**config.mk**
```make
export PLATFORM = sky130hd
export DESIGN_NAME = rob_flat
export DESIGN_NICKNAME = d
export VERILOG_FILES = /design/src/rtl/rob_if.sv /design/src/rtl/rob.sv /design/src/flat_wrapper.sv
export SDC_FILE = /design/constraint.sdc
export NUM_CORES = 1
export LEC_CHECK = 0
export ABC_AREA = 1
export ABC_CLOCK_PERIOD_IN_PS = 4700
export CAP_MARGIN = 20
export CORE_UTILIZATION = 35
export CTS_CLUSTER_SIZE = 28
export DETAILED_ROUTE_END_ITERATION = 10
export PLACE_DENSITY = 0.49
export RECOVER_POWER = 100
export SETUP_SLACK_MARGIN = 0.1
export SLEW_MARGIN = 10
export SYNTH_ARGS = -nofsm -noshare
export SYNTH_HDL_FRONTEND = slang
export SYNTH_SLANG_ARGS = --single-unit
```
**constraint.sdc**
```tcl
create_clock -name clk -period 4.7 [get_ports clk]
set_clock_uncertainty 0.2 [all_clocks]
set_input_delay 0.47 -clock clk [delete_from_list [all_inputs] [get_ports clk]]
set_output_delay 0.47 -clock clk [all_outputs]
set_load 0.01 [all_outputs]
```
**src/rtl/rob_if.sv**
```systemverilog
// Rename <-> reorder-buffer bundle: dispatch, writeback,
// flush, commit and dual rollback ports.
interface rob_if;
  logic       dis_valid;
  logic       dis_ready;
  logic [5:0] dis_A_rd;
  logic [6:0] dis_P_rd_new;
  logic [6:0] dis_P_rd_old;
  logic [3:0] dis_rob_idx;

  logic       wb_valid;
  logic [3:0] wb_rob_idx;

  logic       flush_valid;
  logic [3:0] flush_rob_idx;

  logic       commit_valid;
  logic       commit_wb_en;
  logic [5:0] commit_A_rd;
  logic [6:0] commit_P_rd_new;
  logic [6:0] commit_P_rd_old;
  logic [3:0] commit_rob_idx;

  logic       rollback_en_0;
  logic [5:0] rollback_A_rd_0;
  logic [6:0] rollback_P_rd_old_0;
  logic [6:0] rollback_P_rd_new_0;
  logic       rollback_en_1;
  logic [5:0] rollback_A_rd_1;
  logic [6:0] rollback_P_rd_old_1;
  logic [6:0] rollback_P_rd_new_1;
  logic       rollback_busy;

  modport master (
    output dis_valid, dis_A_rd,
    output dis_P_rd_new, dis_P_rd_old,
    input  dis_ready, dis_rob_idx,
    output wb_valid, wb_rob_idx,
    output flush_valid, flush_rob_idx,
    input  commit_valid, commit_wb_en,
    input  commit_A_rd, commit_P_rd_new,
    input  commit_P_rd_old, commit_rob_idx,
    input  rollback_en_0, rollback_A_rd_0,
    input  rollback_P_rd_old_0,
    input  rollback_P_rd_new_0,
    input  rollback_en_1, rollback_A_rd_1,
    input  rollback_P_rd_old_1,
    input  rollback_P_rd_new_1,
    input  rollback_busy
  );

  modport slave (
    input  dis_valid, dis_A_rd,
    input  dis_P_rd_new, dis_P_rd_old,
    output dis_ready, dis_rob_idx,
    input  wb_valid, wb_rob_idx,
    input  flush_valid, flush_rob_idx,
    output commit_valid, commit_wb_en,
    output commit_A_rd, commit_P_rd_new,
    output commit_P_rd_old, commit_rob_idx,
    output rollback_en_0, rollback_A_rd_0,
    output rollback_P_rd_old_0,
    output rollback_P_rd_new_0,
    output rollback_en_1, rollback_A_rd_1,
    output rollback_P_rd_old_1,
    output rollback_P_rd_new_1,
    output rollback_busy
  );
endinterface

```
**src/rtl/rob.sv**
```systemverilog
// 16-entry reorder buffer: in-order retire, two-wide
// backward rollback walk on branch flush.
module rob (
  input  logic clk,
  input  logic rst,
  rob_if.slave bus
);
  localparam int DEPTH = 16;

  typedef enum logic {IDLE, ROLLBACK} state_t;

  state_t           r_state;
  logic [5:0]       r_a  [DEPTH];
  logic [6:0]       r_pn [DEPTH];
  logic [6:0]       r_po [DEPTH];
  logic [DEPTH-1:0] r_done;
  logic [3:0]       r_head;
  logic [3:0]       r_tail;
  logic [3:0]       r_target;
  logic [4:0]       r_count;

  logic       w_ready;
  logic       w_accept;
  logic       w_commit;
  logic       w_rb;
  logic       w_en0;
  logic       w_en1;
  logic       w_fl_go;
  logic       w_retarget;
  logic [3:0] w_age_fl;
  logic [3:0] w_age_tg;
  logic [4:0] w_younger;
  logic [3:0] w_rem;
  logic [3:0] w_rem_rt;
  logic [3:0] w_t1;
  logic [3:0] w_t2;
  logic [1:0] w_rolled;
  logic [3:0] w_tail_nxt;
  logic       w_cv;
  logic       w_o0;
  logic       w_o1;

  assign w_rb     = (r_state == ROLLBACK);
  assign w_commit = (r_count != 5'd0)
                  && r_done[r_head];
  assign w_ready  = !rst && !w_rb
                  && !bus.flush_valid
                  && !r_count[4];
  assign w_accept = bus.dis_valid && w_ready;

  assign w_age_fl  = bus.flush_rob_idx - r_head;
  assign w_age_tg  = r_target - r_head;
  assign w_younger = r_count
                   - {1'b0, w_age_fl} - 5'd1;
  assign w_fl_go   = !w_rb && bus.flush_valid
                   && ({1'b0, w_age_fl} < r_count)
                   && (w_younger != 5'd0);

  // Tail-relative distance stays valid even if the
  // target itself retires while the walk is running.
  assign w_rem      = r_tail - r_target - 4'd1;
  assign w_t1       = r_tail - 4'd1;
  assign w_t2       = r_tail - 4'd2;
  assign w_en0      = w_rb && (w_rem != 4'd0);
  assign w_en1      = w_rb && (w_rem >= 4'd2);
  assign w_rolled   = {1'b0, w_en0} + {1'b0, w_en1};
  assign w_tail_nxt = r_tail - {2'b00, w_rolled};
  assign w_retarget = w_rb && bus.flush_valid
                    && (w_age_fl < w_age_tg);
  assign w_rem_rt   = w_tail_nxt
                    - bus.flush_rob_idx - 4'd1;

  always_ff @(posedge clk) begin
    if (w_accept) begin
      r_a[r_tail]  <= bus.dis_A_rd;
      r_pn[r_tail] <= bus.dis_P_rd_new;
      r_po[r_tail] <= bus.dis_P_rd_old;
    end
  end

  always_ff @(posedge clk) begin
    if (rst) begin
      r_state  <= IDLE;
      r_head   <= '0;
      r_tail   <= '0;
      r_target <= '0;
      r_count  <= '0;
      r_done   <= '0;
    end else begin
      if (bus.wb_valid)
        r_done[bus.wb_rob_idx] <= 1'b1;
      if (w_accept) begin
        r_done[r_tail] <= 1'b0;
        r_tail         <= r_tail + 4'd1;
      end
      if (w_commit)
        r_head <= r_head + 4'd1;
      r_count <= r_count
               + {4'b0, w_accept}
               - {4'b0, w_commit}
               - {3'b0, w_rolled};
      case (r_state)
        IDLE: begin
          if (w_fl_go) begin
            r_target <= bus.flush_rob_idx;
            r_state  <= ROLLBACK;
          end
        end
        ROLLBACK: begin
          r_tail <= w_tail_nxt;
          if (w_retarget) begin
            r_target <= bus.flush_rob_idx;
            if (w_rem_rt == 4'd0)
              r_state <= IDLE;
          end else if (w_rem <= 4'd2) begin
            r_state <= IDLE;
          end
        end
        default: r_state <= IDLE;
      endcase
    end
  end

  assign w_cv = !rst && w_commit;
  assign w_o0 = !rst && w_en0;
  assign w_o1 = !rst && w_en1;

  assign bus.dis_ready   = w_ready;
  assign bus.dis_rob_idx = rst ? 4'd0 : r_tail;

  assign bus.commit_valid    = w_cv;
  assign bus.commit_wb_en    = w_cv
                             && (r_pn[r_head] != 7'd0);
  assign bus.commit_A_rd     = w_cv ? r_a[r_head]  : '0;
  assign bus.commit_P_rd_new = w_cv ? r_pn[r_head] : '0;
  assign bus.commit_P_rd_old = w_cv ? r_po[r_head] : '0;
  assign bus.commit_rob_idx  = w_cv ? r_head : '0;

  assign bus.rollback_en_0       = w_o0;
  assign bus.rollback_A_rd_0     = w_o0 ? r_a[w_t1]  : '0;
  assign bus.rollback_P_rd_old_0 = w_o0 ? r_po[w_t1] : '0;
  assign bus.rollback_P_rd_new_0 = w_o0 ? r_pn[w_t1] : '0;
  assign bus.rollback_en_1       = w_o1;
  assign bus.rollback_A_rd_1     = w_o1 ? r_a[w_t2]  : '0;
  assign bus.rollback_P_rd_old_1 = w_o1 ? r_po[w_t2] : '0;
  assign bus.rollback_P_rd_new_1 = w_o1 ? r_pn[w_t2] : '0;
  assign bus.rollback_busy       = !rst && w_rb;
endmodule

```
**src/flat_wrapper.sv**
```systemverilog
// flat-port wrapper written by rule: the top's interface ports become plain ports
module rob_flat 
  (clk, rst, bus_dis_valid, bus_dis_A_rd, bus_dis_P_rd_new, bus_dis_P_rd_old, bus_dis_ready, bus_dis_rob_idx, bus_wb_valid, bus_wb_rob_idx, bus_flush_valid, bus_flush_rob_idx, bus_commit_valid, bus_commit_wb_en, bus_commit_A_rd, bus_commit_P_rd_new, bus_commit_P_rd_old, bus_commit_rob_idx, bus_rollback_en_0, bus_rollback_A_rd_0, bus_rollback_P_rd_old_0, bus_rollback_P_rd_new_0, bus_rollback_en_1, bus_rollback_A_rd_1, bus_rollback_P_rd_old_1, bus_rollback_P_rd_new_1, bus_rollback_busy);
  rob_if bus_i ();
  input  logic clk;
  input  logic rst;
  input wire logic [$bits(bus_i.dis_valid)-1:0] bus_dis_valid;
  input wire logic [$bits(bus_i.dis_A_rd)-1:0] bus_dis_A_rd;
  input wire logic [$bits(bus_i.dis_P_rd_new)-1:0] bus_dis_P_rd_new;
  input wire logic [$bits(bus_i.dis_P_rd_old)-1:0] bus_dis_P_rd_old;
  output wire logic [$bits(bus_i.dis_ready)-1:0] bus_dis_ready;
  output wire logic [$bits(bus_i.dis_rob_idx)-1:0] bus_dis_rob_idx;
  input wire logic [$bits(bus_i.wb_valid)-1:0] bus_wb_valid;
  input wire logic [$bits(bus_i.wb_rob_idx)-1:0] bus_wb_rob_idx;
  input wire logic [$bits(bus_i.flush_valid)-1:0] bus_flush_valid;
  input wire logic [$bits(bus_i.flush_rob_idx)-1:0] bus_flush_rob_idx;
  output wire logic [$bits(bus_i.commit_valid)-1:0] bus_commit_valid;
  output wire logic [$bits(bus_i.commit_wb_en)-1:0] bus_commit_wb_en;
  output wire logic [$bits(bus_i.commit_A_rd)-1:0] bus_commit_A_rd;
  output wire logic [$bits(bus_i.commit_P_rd_new)-1:0] bus_commit_P_rd_new;
  output wire logic [$bits(bus_i.commit_P_rd_old)-1:0] bus_commit_P_rd_old;
  output wire logic [$bits(bus_i.commit_rob_idx)-1:0] bus_commit_rob_idx;
  output wire logic [$bits(bus_i.rollback_en_0)-1:0] bus_rollback_en_0;
  output wire logic [$bits(bus_i.rollback_A_rd_0)-1:0] bus_rollback_A_rd_0;
  output wire logic [$bits(bus_i.rollback_P_rd_old_0)-1:0] bus_rollback_P_rd_old_0;
  output wire logic [$bits(bus_i.rollback_P_rd_new_0)-1:0] bus_rollback_P_rd_new_0;
  output wire logic [$bits(bus_i.rollback_en_1)-1:0] bus_rollback_en_1;
  output wire logic [$bits(bus_i.rollback_A_rd_1)-1:0] bus_rollback_A_rd_1;
  output wire logic [$bits(bus_i.rollback_P_rd_old_1)-1:0] bus_rollback_P_rd_old_1;
  output wire logic [$bits(bus_i.rollback_P_rd_new_1)-1:0] bus_rollback_P_rd_new_1;
  output wire logic [$bits(bus_i.rollback_busy)-1:0] bus_rollback_busy;
  assign bus_i.dis_valid = bus_dis_valid;
  assign bus_i.dis_A_rd = bus_dis_A_rd;
  assign bus_i.dis_P_rd_new = bus_dis_P_rd_new;
  assign bus_i.dis_P_rd_old = bus_dis_P_rd_old;
  assign bus_dis_ready = bus_i.dis_ready;
  assign bus_dis_rob_idx = bus_i.dis_rob_idx;
  assign bus_i.wb_valid = bus_wb_valid;
  assign bus_i.wb_rob_idx = bus_wb_rob_idx;
  assign bus_i.flush_valid = bus_flush_valid;
  assign bus_i.flush_rob_idx = bus_flush_rob_idx;
  assign bus_commit_valid = bus_i.commit_valid;
  assign bus_commit_wb_en = bus_i.commit_wb_en;
  assign bus_commit_A_rd = bus_i.commit_A_rd;
  assign bus_commit_P_rd_new = bus_i.commit_P_rd_new;
  assign bus_commit_P_rd_old = bus_i.commit_P_rd_old;
  assign bus_commit_rob_idx = bus_i.commit_rob_idx;
  assign bus_rollback_en_0 = bus_i.rollback_en_0;
  assign bus_rollback_A_rd_0 = bus_i.rollback_A_rd_0;
  assign bus_rollback_P_rd_old_0 = bus_i.rollback_P_rd_old_0;
  assign bus_rollback_P_rd_new_0 = bus_i.rollback_P_rd_new_0;
  assign bus_rollback_en_1 = bus_i.rollback_en_1;
  assign bus_rollback_A_rd_1 = bus_i.rollback_A_rd_1;
  assign bus_rollback_P_rd_old_1 = bus_i.rollback_P_rd_old_1;
  assign bus_rollback_P_rd_new_1 = bus_i.rollback_P_rd_new_1;
  assign bus_rollback_busy = bus_i.rollback_busy;
  rob u_core (.clk(clk), .rst(rst), .bus(bus_i));
endmodule
```
# After elaboration in Yosys (flattened, before gate mapping)

Memory sizes are Yosys's and may differ from the RTL's. A register that Yosys moved wholly into a read port is not among the register bits.
Index checks and enable logic that the tools add are counted.

Bits in registers: 34
RAM bits: 320
Output and inout bits: 74
Logic and storage cells: 109
Input port bits: 33
Memories: 3

Memories:

| name        | words | bits a word | read ports | clocked after Yosys merged registers in | write ports | RTL line  | text |
|---|---|---|---|---|---|---|---|
| u_core.r_pn | 16    | 7           | 3          | 1                                       | 1           | rob.sv:14 | `logic [6:0] r_pn [DEPTH];` |
| u_core.r_po | 16    | 7           | 3          | 1                                       | 1           | rob.sv:15 | `logic [6:0] r_po [DEPTH];` |
| u_core.r_a  | 16    | 6           | 3          | 1                                       | 1           | rob.sv:13 | `logic [5:0] r_a [DEPTH];` |

Reduce and logical (&&, ||, !) cells: 30
Muxes and demuxes: 38
$add $sub $neg: 17
Eq/ne operators: 2
Order comparisons: 9
Bitwise gates (word level): 4

Operator list:

| cell                                                               | number |
|---|---|
| 2-to-1 mux 16 bit                                                  | 3 |
| 2-to-1 mux 4 bit                                                   | 12 |
| 2-to-1 mux 7 bit                                                   | 6 |
| logical AND 1 bit                                                  | 19 |
| 2-to-1 mux 6 bit                                                   | 3 |
| AND 16 bit                                                         | 1 |
| NOT 16 bit                                                         | 1 |
| bitwise OR 16 bit                                                  | 1 |
| subtractor 4 bit                                                   | 4 |
| < comparator 4 x 5 -> 1 bit (second input constant)                | 3 |
| subtractor 4 x 1 -> 4 bit (second input constant)                  | 3 |
| nonzero test 5 bit                                                 | 2 |
| 2-to-1 mux 1 bit                                                   | 9 |
| adder 4 x 1 -> 4 bit (second input constant)                       | 2 |
| demux 1 bit (select 4 bit)                                         | 2 |
| greater-or-equal comparator 4 x 1 -> 1 bit (second input constant) | 2 |
| case mux 4 bit (2 select lines)                                    | 1 |
| nonzero test 7 bit                                                 | 1 |
| adder 5 x 1 -> 5 bit                                               | 1 |
| < comparator 4 x 5 -> 1 bit                                        | 1 |
| subtractor 5 x 1 -> 5 bit                                          | 1 |
| subtractor 5 x 1 -> 5 bit (second input constant)                  | 1 |
| subtractor 5 x 2 -> 5 bit                                          | 1 |
| subtractor 5 x 4 -> 5 bit                                          | 1 |
| 16 further kinds                                                   | 19 |

# Logic depth before layout (Yosys ltp)

Gate-level depths: netlist of run 1.

Depth in word-level cells: 12
Gate-level depth with buffers: 21
Mapped depth without buffers: 21

# Least setup slack after synthesis of run 1

OpenSTA, ideal clock, no wires.

Path kind: reg-to-reg
Start point: reg u_core.r_target[0]
End point: reg u_core.r_state
Stages on the path, launching flop included: 21
Period minus slack after synthesis: 3728 ps
Slack: 972 ps
Data required time: 4368 ps
Setup time: 132 ps
Data arrival time: 3395 ps
Buffers on the path: 0
Cells stage by stage: dfxtp_1 inv_1 ha_1 fa_1 xnor2_1 nand4_1 inv_1 nor2_1 ha_1 ha_1 inv_1 fa_1 inv_1 fa_1 nand2_1 nor2_1 o21ai_0 nor2_1 nand3_1 nand2_1 a21oi_1

Longest elaborated chain between the ends: 12
Elaborated cells on any way between the ends: 19
Those cells by class: add/sub (7); order compare (3); mux (4); reduce/logical (5)

RTL lines:

| what                                                                             | RTL line             | text |
|---|---|---|
| start: declaration                                                               | rob.sv:19            | `logic [3:0] r_target;` |
| start signal: assignment                                                         | rob.sv:105           | `r_target <= bus.flush_rob_idx;` |
| start signal: assignment                                                         | rob.sv:112           | `r_target <= bus.flush_rob_idx;` |
| subtractor 4 bit                                                                 | rob.sv:61            | `assign w_rem = r_tail - r_target - 4'd1;` |
| subtractor 4 x 1 -> 4 bit                                                        | rob.sv:61            |  |
| greater-or-equal comparator 4 x 2 -> 1 bit or nonzero test 4 bit (tied branches) | rob.sv:65, rob.sv:64 |  |
| logical AND 1 bit, on equally long branches                                      | rob.sv:65, rob.sv:64 |  |
| adder 1 x 1 -> 2 bit                                                             | rob.sv:66            | `assign w_rolled = {1'b0, w_en0} + {1'b0, w_en1};` |
| subtractor 4 x 2 -> 4 bit                                                        | rob.sv:67            | `assign w_tail_nxt = r_tail - {2'b00, w_rolled};` |
| subtractor 4 bit                                                                 | rob.sv:71            | `- bus.flush_rob_idx - 4'd1;` |
| subtractor 4 x 1 -> 4 bit                                                        | rob.sv:71            |  |
| logical NOT 4 bit                                                                | rob.sv:113           | `if (w_rem_rt == 4'd0)` |
| 2-to-1 mux 1 bit                                                                 | rob.sv:113           |  |
| 2-to-1 mux 1 bit (*)                                                             | rob.sv:111           | `if (w_retarget) begin` |
| case mux 1 bit (2 select lines) (*)                                              | rob.sv:102           | `case (r_state)` |
| end signal: assignment                                                           | rob.sv:106           | `r_state <= ROLLBACK;` |
| end signal: assignment                                                           | rob.sv:114           | `r_state <= IDLE;` |
| end signal: assignment                                                           | rob.sv:116           | `r_state <= IDLE;` |
| end: declaration                                                                 | rob.sv:12            | `state_t r_state;` |

Every way passes the cells marked *; elsewhere a longest branch is shown, timed or not.
A chain may end at the register's enable or synchronous reset.

# Final worst setup path of run 1

Start point: reg u_core.r_tail[2]
End point: out bus_rollback_P_rd_old_1[3]

Longest elaborated chain between the ends: 6
Elaborated cells on any way between the ends: 8
Those cells by class: add/sub (3); order compare (1); mux (1); reduce/logical (2); memory (1)

RTL lines:

| what                                       | RTL line           | text |
|---|---|---|
| start: declaration                         | rob.sv:18          | `logic [3:0] r_tail;` |
| start signal: assignment                   | rob.sv:94          | `r_tail <= r_tail + 4'd1;` |
| start signal: assignment                   | rob.sv:110         | `r_tail <= w_tail_nxt;` |
| subtractor 4 bit                           | rob.sv:61          |  |
| subtractor 4 x 1 -> 4 bit                  | rob.sv:61          |  |
| greater-or-equal comparator 4 x 2 -> 1 bit | rob.sv:65          | `assign w_en1 = w_rb && (w_rem >= 4'd2);` |
| logical AND 1 bit                          | rob.sv:65          |  |
| logical AND 1 bit                          | rob.sv:126         | `assign w_o1 = !rst && w_en1;` |
| 2-to-1 mux 7 bit (*)                       | rob.sv:145         | `assign bus.rollback_P_rd_old_1 = w_o1 ? r_po[w_t2] : '0;` |
| end: declaration                           | flat_wrapper.sv:29 | `output wire logic [$bits(bus_i.rollback_P_rd_old_1)-1:0] bus_rollback_P_rd_old_1;` |

Marked as above.

==> summary.md, run 1 <==
| Metric | Value |
|---|---|
| Final GP Congestion | `~0.85` |
| Area of the core | `around 0.062 mm^2` |
| Clock Power Share | `24.3%` |
| Synth warn | `0` |
| Most frequent cell after synthesis | `a21oi_1` |
| Worst Hold Class | `register to register` |
| Most instantiated cells after synthesis | `434 x a21oi_1, 418 x nand2_1, 387 x o21ai_0, 320 x edfxtp_1, 293 x nand3_1` |
| # clock sinks | `between 300 and 400` |
| Crit share post-route | `95.3%` |
| Area Growth Syn to Fin | `14.0%` |
| Total number of vias | `~20000` |
| Share of layout cells above drive strength 1 | `under 10%` |
| Final Util | `between 40% and 50%` |
| Netlist cell types | `between 40 and 50` |
| FF+latch count, synth | `between 300 and 400` |
| Sequential fraction of the synthesis area | `between 40% and 50%` |
| Yosys top cell area share | `between 40% and 50%` |
| Setup TNS | `0 ns` |
| Crit-path most repeated cell | `inv_1` |
| Setup crit end kind | `output port` |
| Pre-CTS WS | `0.657 ns` |
| Die Y | `approximately 250 um` |
| # DRC | `0` |
| Sw power | `slightly above 6 mW` |
| # H-tree levels | `2` |
| Setup-failing EPs final | `0` |
| Comb power frac | `about half` |
| Ports | `between 100 and 150` |
| Leak Pwr | `~9.4 nW` |
| Number of enable flip-flop cells after synthesis | `320` |
| Status | `finished, violations left` |
| VDD IR-drop max | `roughly 0.55 mV` |
| Mean Syn Cell Area | `between 8 and 9 um^2` |
| Top_reg_cell synth | `edfxtp_1` |
| Min cycle time layout | `between 4 and 5 ns` |
| Final hold vios | `0` |
| CTS root buf | `clkbuf_16` |
| Setup repair after global routing missed its margin | `false` |
| DR iter-0 viols | `approximately 2000` |
| CTS resizes | `1` |
| Syn_nets | `between 2000 and 3000` |
| WP data required | `4.03 ns` |
| Drt pass-1 iters | `6` |
| Max FO, Critical Path | `12` |
| Asr flop ratio synth | `0%` |
| Cell count after synthesis | `2703` |
| Cell taking the most area after synthesis | `edfxtp_1` |
| Failing checks | `max-capacitance violations, max-slew violations` |
| Clock transition at path regs | `about 0.060 ns` |
| Critical Path AT | `3.81 ns` |
| Post-CTS Setup Bufs | `0` |
| Normalized max-slew margin | `-43.1%` |
| Nets | `2796` |
| Slowest-stage cell, CP | `inv_1` |
| Slew @ Worst Pin | `between 2 and 2.5 ns` |
| Max Cap Viol | `7` |
| Total Wirelength | `about 80 mm` |
| Starting Density | `35.4%` |
| Congestion Overflow GR | `0` |
| CTS tree | `yes` |
| Rows | `91` |
| Hold bufs inserted after CTS | `0` |
| P per Cell Area | `between 500 and 600 mW/mm^2` |
| WS Path Type | `register to output port` |
| Port Buffers | `around 110` |
| DIE WIDTH | `251 um` |
| Sequential share of power | `a little over a quarter` |
| Largest net degree at the start of global routing | `approximately 160` |
| Pint | `about 7.6 mW` |
| GRT Util Overall | `between 20% and 30%` |
| First-pass GRT wire length | `roughly 120 mm` |
| Final antenna-violating net count | `0` |
| Initial antenna violation count | `2` |
| Vias in the first global route | `approximately 19000` |
| Die area | `approximately 0.063 mm^2` |
| WL/cell | `22.8 um` |
| Post-Synthesis Cell Area | `about 0.022 mm^2` |
| R2r setup slk | `approximately 0.24 ns` |
| Clk_lat worst skew | `0.58 ns` |
| Cts bufs inserted | `44` |
| Final Power | `roughly 14 mW` |
| Cell chain of the critical path | `buf_4, inv_1, ha_2, inv_1, clkbuf_2, a21oi_1, o21ai_1, o211ai_1, nand2_1, nor2_1, clkdlybuf4s50_1` |
| DP HPWL | `about 48 mm` |
| Crit path setup slack, layout | `approximately 0.22 ns` |
| Vias per cell | `between 5 and 6` |
| Worst path max stage delay | `about 0.53 ns` |
| Top cells by area, synth | `edfxtp_1 44%, a21oi_1 10%, o21ai_0 8.9%` |
| Worst Hold Slack | `about 0.3 ns` |
| Sw frac | `around 45%` |
| Peak Freq | `0.223 GHz` |
| Slew Limit Fails | `between 90 and 100` |
| Clock Tree Buf Depth | `3` |
| Crit path launch type | `register` |
-- cells by family after synthesis --
group	Yosys count	synth area share, %
buffers and inverters	422	8.51
DFF	358	47.6
AOI/OAI and AO/OA	911	21.6
xor gates and xnor gates	17	0.856
and+or+nand+nor	948	18.5
adders and majority gates	47	3.01
-- metrics by stage --
| stage | std cells | cell area (um^2) |
|---|---|---|
| after floorplan | 2703 | 21800 |
| after global placement | 3507 | 23600 |
| after detailed placement | 3507 | 23600 |
| after CTS | 3588 | 25000 |
| after global routing | 3589 | 24800 |
| final | 3590 | 24800 |
-- registers in the layout, summed over array words and instances, names as in the netlist, named ones only --
signal and flops:
u_core.r_target 4, u_core.r_po 112, u_core.r_state 1, u_core.r_pn 112, u_core.r_tail 4, u_core.r_done 16
u_core.r_a 96, u_core.r_head 4, u_core.r_count 5
-- area by class of cell --
class	instances	area, um^2
fillers	6191	36800
multi-input cells	1923	9540
inverters	217	831
clock buffers	50	1140
flip-flops and latches	358	10400
clock inverters	31	255
well taps	837	1050
diodes	2	5.00
repair buffers	172	1620
-- worst max-delay path: cells and delay by family, from the launching register on --
family          cells  cell delay [ns]
buf+inv             5             1.93
simple gates        2             0.23
fa+ha+maj           1             0.38
flops               1             0.32
compound gates      3             0.36
-- power by group through the flow --
stage	clock, mW	combinational, mW	sequential (mW)
4_1_cts	3.41	6.80	3.65
2_1_floorplan	0	4.42	3.68
6_report	3.35	6.77	3.65
5_1_grt	3.55	7.46	3.66
3_5_place_dp	0	6.77	3.72
3_3_place_gp	0	6.75	3.72
-- worst paths after layout --
kind	startpoint	to	cells past startpoint
min	u_core.r_done[0]	u_core.r_done[0]	2
max reg2reg	u_core.r_tail[0]	u_core.r_pn[9][4]	8
min reg2reg	u_core.r_done[0]	u_core.r_done[0]	2
max	u_core.r_tail[2]	bus_rollback_P_rd_old_1[3]	11
-- cells in the final DEF, fill, tap and decap left out, types with 33 or more instances in the layout --
cell | Yosys | final
a21oi_1 | 434 | 439
nand3_1 | 293 | 293
clkbuf_16 | 0 | 45
o21ai_0 | 387 | 388
nor2_1 | 201 | 202
edfxtp_1 | 320 | 320
clkdlybuf4s50_1 | 0 | 49
nand2_1 | 418 | 420
ha_1 | 38 | 36
dfxtp_1 | 38 | 33
dlygate4sd3_1 | 0 | 57
inv_1 | 207 | 207
-- routing by layer --
metal / track usage [%] / wire [um]
met5: 0 / 12
met4: 10.5 / 3260
met3: 4.18 / 6150
met2: 41.6 / 37800
met1: 33.4 / 34600
(Power assumes the default switching activity.)
==> inputs of run 2 (changes only) <==
- SETUP_SLACK_MARGIN: 0.1 -> not set
==> summary.md, run 2 (synthesized netlist as in run 1, its figures left out) <==
| Metric | Value |
|---|---|
| Most common cell after layout, fill and taps aside | `a21oi_1` |
| Sw power | `just over 6 mW` |
| Rows | `just over 90` |
| Die Y | `between 200 and 300 um` |
| Setup TNS | `0 ns` |
| R2r setup slk | `0.33 ns` |
| WP data required | `around 4.0 ns` |
| WS Path Type | `register to output port` |
| Crit share post-route | `95.5%` |
| Final hold vios | `0` |
| Min cycle time layout | `approximately 4.5 ns` |
| Die area | `roughly 0.063 mm^2` |
| CTS resizes | `0` |
| Clock Tree Buf Depth | `3` |
| Placed Area | `0.0236 mm^2` |
| # H-tree levels | `2` |
| P per Cell Area | `between 500 and 600 mW/mm^2` |
| Total Wirelength | `81.8 mm` |
| DIE WIDTH | `approximately 250 um` |
| DR iter-0 viols | `1946` |
| GRT Util Overall | `about a quarter` |
| Max FO, Critical Path | `80` |
| # clock sinks | `around 360` |
| Congestion Overflow GR | `0` |
| Post-CTS Setup Bufs | `0` |
| Final GP Congestion | `~0.85` |
| Clk_lat worst skew | `roughly 0.58 ns` |
| Hold bufs inserted after CTS | `0` |
| Slew Limit Fails | `96` |
| WL/cell | `22.8 um` |
| Failing checks | `max-capacitance violations, max-slew violations` |
| Status | `finished, violations left` |
| Ports | `approximately 110` |
| Worst Reg-to-Reg Cells | `8` |
| Normalized max-slew margin | `-46.0%` |
| Sw frac | `44.7%` |
| R2R Path Start | `u_core.r_tail[1]` |
| Worst Hold Class | `register to register` |
| Largest net degree at the start of global routing | `159` |
| Crit path launch type | `register` |
| # DRC | `0` |
| Most frequent cells in the layout | `439 x a21oi_1, 420 x nand2_1, 388 x o21ai_0, 320 x edfxtp_1, 293 x nand3_1` |
| Pint | `around 7.6 mW` |
| CTS root buf | `clkbuf_16` |
| Design Area, Final | `~0.025 mm^2` |
| Drt pass-1 iters | `6` |
| Final antenna-violating net count | `0` |
| Clock Power Share | `about a quarter` |
| Setup crit end kind | `output port` |
| Initial antenna violation count | `2` |
| Share of layout cells above drive strength 1 | `approximately 5.4%` |
| Slew @ Worst Pin | `2.18 ns` |
| Port Buffers | `between 100 and 150` |
| Vias per cell | `about 5.7` |
| Vias in the first global route | `19300` |
| Reg2reg end | `u_core.r_pn[1][6]` |
| CTS tree | `yes` |
| Placed cell count | `between 3000 and 4000` |
| Peak Freq | `~0.22 GHz` |
| Starting Density | `35.4%` |
| Cts bufs inserted | `44` |
| Finished Layout Cells | `around 3600` |
| Comb power frac | `between 40% and 50%` |
| Nets | `around 2800` |
| Critical Path AT | `~3.8 ns` |
| Max Cap Viol | `6` |
| First-pass GRT wire length | `121 mm` |
| Critical Path End | `bus_rollback_P_rd_old_0[1]` |
| Setup-failing EPs final | `0` |
| Final Power | `about 14 mW` |
| Setup repair after global routing missed its margin | `false` |
| Clock transition at path regs | `0.06 ns` |
| Total number of vias | `20300` |
| DP HPWL | `slightly below 50 mm` |
| Sequential share of power | `26.5%` |
| VDD IR-drop max | `~0.56 mV` |
| Top Registers | `u_core.r_pn x112, u_core.r_po x112, u_core.r_a x96` |
| Area Growth Syn to Fin | `13.9%` |
| Leak Pwr | `approximately 9.4 nW` |
| Area of the core | `0.0616 mm^2` |
| Crit path from | `u_core.r_tail[0]` |
run 2: cell types whose count changed in the layout (fill, tap and decap cells not counted):
cell and change:
dlygate4sd3_1 +12, nor2_2 +1, dlymetal6s4s_1 -1, clkbuf_1 +1
buf_4 +2, buf_8 -1, buf_6 -1, nor2_4 -1
diode_2 +1, clkdlybuf4s50_1 -12, inv_2 +1, inv_1 -1
run 2: metrics by stage:
stage,hold WS (ns),setup slack [ns],util [%]
floorplan,0.242,0.972,-
global placement,0.266,0.700,38.4
CTS,0.290,0.0448,40.7
finish,0.296,0.213,40.3
global route,0.324,0.0123,40.3
detailed placement,0.279,0.657,38.4
run 2: power groups by stage:
stage                     Clock [mW]  Combinational, mW  Sequential, mW
after floorplan                    0               4.42            3.68
after global routing            3.55               7.45            3.66
final                           3.36               6.76            3.65
after global placement             0               6.75            3.72
after detailed placement           0               6.77            3.72
after CTS                       3.41               6.80            3.65
run 2: cell type report:
class / count / area, um^2
multi-input cells: 1923 / 9540
clock inverters: 31 / 255
well taps: 837 / 1050
clock buffers: 50 / 1140
flip-flops and latches: 358 / 10400
inverters: 217 / 831
fillers: 6190 / 36800
repair buffers: 172 / 1600
diodes: 3 / 7.51
run 2: critical path: stages, from the launching register on:
cell	delay, ns
dfxtp_4	0.39
buf_4	0.39
buf_4	0.73
a21oi_1	0.14
o21ai_0	0.12
o21ai_0	0.10
o21ai_0	0.42
o21ai_0	0.16
nor2_1	0.11
dlygate4sd3_1	0.62
run 2: routing by layer:
metal | wire [um] | part of all wire [%] | GRT usage [%]
met1 | 34300 | 42 | 33.4
met2 | 37800 | 46 | 41.6
met4 | 3210 | 3.9 | 10.5
met5 | 12 | 0.015 | 0
met3 | 6420 | 7.9 | 4.18
run 2: worst min-delay path by stage:
stage,startpoint,endpoint,slack (ns),depth (start not counted)
after global placement,u_core.r_done[0],u_core.r_done[0],0.27,2
after detailed placement,u_core.r_done[0],u_core.r_done[0],0.28,2
after floorplan,u_core.r_done[0],u_core.r_done[0],0.24,2
after CTS,u_core.r_done[0],u_core.r_done[0],0.29,2
after global routing,u_core.r_done[0],u_core.r_done[0],0.32,2
final,u_core.r_done[0],u_core.r_done[0],0.30,2
==> inputs of run 3 (changes only) <==
- CORE_UTILIZATION: 35 -> 45
- PLACE_DENSITY: 0.49 -> 0.6
==> summary.md, run 3 (synthesized netlist as in run 1, its figures left out) <==
| Metric | Value |
|---|---|
| Peak Freq | `about 0.22 GHz` |
| Most common cell after layout, fill and taps aside | `a21oi_1` |
| Area of the core | `0.0477 mm^2` |
| Min cycle time layout | `about 4.6 ns` |
| DR iter-0 viols | `about 3000` |
| Max Cap Viol | `13` |
| # H-tree levels | `2` |
| CTS tree | `yes` |
| Max FO, Critical Path | `20` |
| Setup TNS | `0 ns` |
| Placed Area | `0.0233 mm^2` |
| Met3 Track Usage GR | `around 5.1%` |
| Starting Density | `about 46%` |
| Status | `finished, violations left` |
| Cts bufs inserted | `between 40 and 50` |
| Setup crit end kind | `output port` |
| Global route hottest layer | `met2` |
| Die Y | `between 200 and 250 um` |
| P per Cell Area | `about 550 mW/mm^2` |
| Leak Pwr | `9.34 nW` |
| Crit path launch type | `register` |
| Die area | `0.0493 mm^2` |
| Vias in the first global route | `just under 20000` |
| Rows | `80` |
| Critical Path AT | `between 3 and 4 ns` |
| Top Registers | `u_core.r_pn x112, u_core.r_po x112, u_core.r_a x96` |
| Total number of vias | `20600` |
| Crit path setup slack, layout | `between 0.1 and 0.15 ns` |
| Slew @ Worst Pin | `2.48 ns` |
| Setup-failing EPs final | `0` |
| WS Path Type | `register to output port` |
| Normalized max-slew margin | `-65.2%` |
| Final GP Congestion | `slightly above 0.9` |
| Clock transition at path regs | `around 0.06 ns` |
| Crit share post-route | `a little over nine tenths` |
| Ports | `107` |
| Final hold vios | `0` |
| Clock Tree Buf Depth | `3` |
| # DRC | `0` |
| Vias per cell | `roughly 6.1` |
| Drt pass-1 iters | `8` |
| Total Wirelength | `about 78 mm` |
| GRT Util Overall | `30.9%` |
| Met2 Usage GRT | `49.0%` |
| Most frequent cells in the layout | `437 x a21oi_1, 420 x nand2_1, 389 x o21ai_0, 320 x edfxtp_1, 293 x nand3_1` |
| Share of layout cells above drive strength 1 | `5.33%` |
| Design Area, Final | `0.0244 mm^2` |
| CTS root buf | `clkbuf_16` |
| Hold bufs inserted after CTS | `0` |
| Slew Limit Fails | `217` |
| Port Buffers | `between 100 and 150` |
| Failing checks | `max-capacitance violations, max-slew violations` |
| # fillers | `roughly 4400` |
| Congestion Overflow GR | `0` |
| VDD IR-drop max | `approximately 0.44 mV` |
| Pre-CTS WS | `~0.63 ns` |
| Setup repair after global routing missed its margin | `false` |
| First-pass GRT wire length | `about 120 mm` |
| Worst Hold Class | `register to register` |
| # clock sinks | `358` |
| Area Growth Syn to Fin | `11.9%` |
| GRT met1 Usage | `between 40% and 50%` |
| Final antenna-violating net count | `0` |
| WP data required | `approximately 4 ns` |
| Nets | `around 2800` |
| Largest net degree at the start of global routing | `229` |
| Initial antenna violation count | `1` |
| DP HPWL | `approximately 45 mm` |
| Placed cell count | `about 3300` |
| Clk_lat worst skew | `0.58 ns` |
| WL/cell | `23.1 um` |
| DIE WIDTH | `between 200 and 250 um` |
| Finished Layout Cells | `about 3400` |
-- run 3: cell types whose count changed in the layout (fill, tap and decap cells not counted), sizes merged --
cell	previous run	this run
buf	43	36
bufinv	4	1
clkbuf	73	81
clkdlybuf4s50	37	46
clkinv	24	17
clkinvlp	2	1
diode	3	1
dlygate4sd3	69	60
inv	218	216
-- run 3: final timing paths --
path	startpoint	to	slack (ns)	cells after the start
max	u_core.r_tail[1]	bus_rollback_A_rd_1[5]	0.11	12
min	u_core.r_done[0]	u_core.r_done[0]	0.27	2
max reg2reg	u_core.r_count[4]	u_core.r_po[1][6]	0.21	8
min reg2reg	u_core.r_done[0]	u_core.r_done[0]	0.27	2
-- run 3: worst max-delay path: stages (launching register included) --
cell and delay, ns:
dfxtp_4 0.55, inv_2 0.25, buf_4 0.28, ha_1 0.26, nand2_1 0.07, inv_1 0.05, nor2_2 0.09, clkbuf_4 0.49
o21ai_0 0.17, o21ai_0 0.38, buf_4 0.20, nor2_1 0.04, clkdlybuf4s50_1 0.47
-- run 3: area by class of cell --
cell class	count	area (um^2)	area share [%]
sequential	358	10400	42.6
multi-input combinational	1923	9560	39.2
tap	615	769	3.16
clock inverter	18	115	0.472
timing repair buffer	167	1530	6.28
inverter	217	831	3.41
antenna	1	2.50	0.0103
clock buffer	56	1190	4.87
-- run 3: per-stage QoR --
stage / hold WS, ns / utilization (%) / total power [mW]
after CTS: 0.283 / 51.5 / 13.4
after detailed placement: 0.275 / 48.8 / 10.2
after floorplan: 0.242 / - / 8.09
after global placement: 0.259 / 48.8 / 10.2
final: 0.272 / 51.1 / 13.5
after global routing: 0.312 / 51.1 / 14.2
-- run 3: timing repair --
| action | in CTS | in global routing |
|---|---|---|
| setup buffers | 0 | 1 |
| endpoints found under the setup margin | 0 | 4 |
| resized for setup | 0 | 1 |
-- run 3: metal layers --
metal	vias up	wire, um	part of all wire, %
met2	1275	35000	45
met5	-	0	0
met1	9680	31100	40
met3	233	8160	11
li1	9428	-	-
met4	0	3260	4.2
-- run 3: power by group --
part,leakage (nW),switching (mW),internal (mW)
registers,3.19,0.129,3.56
logic,5.50,4.55,2.07
clock network,0.645,1.35,1.82
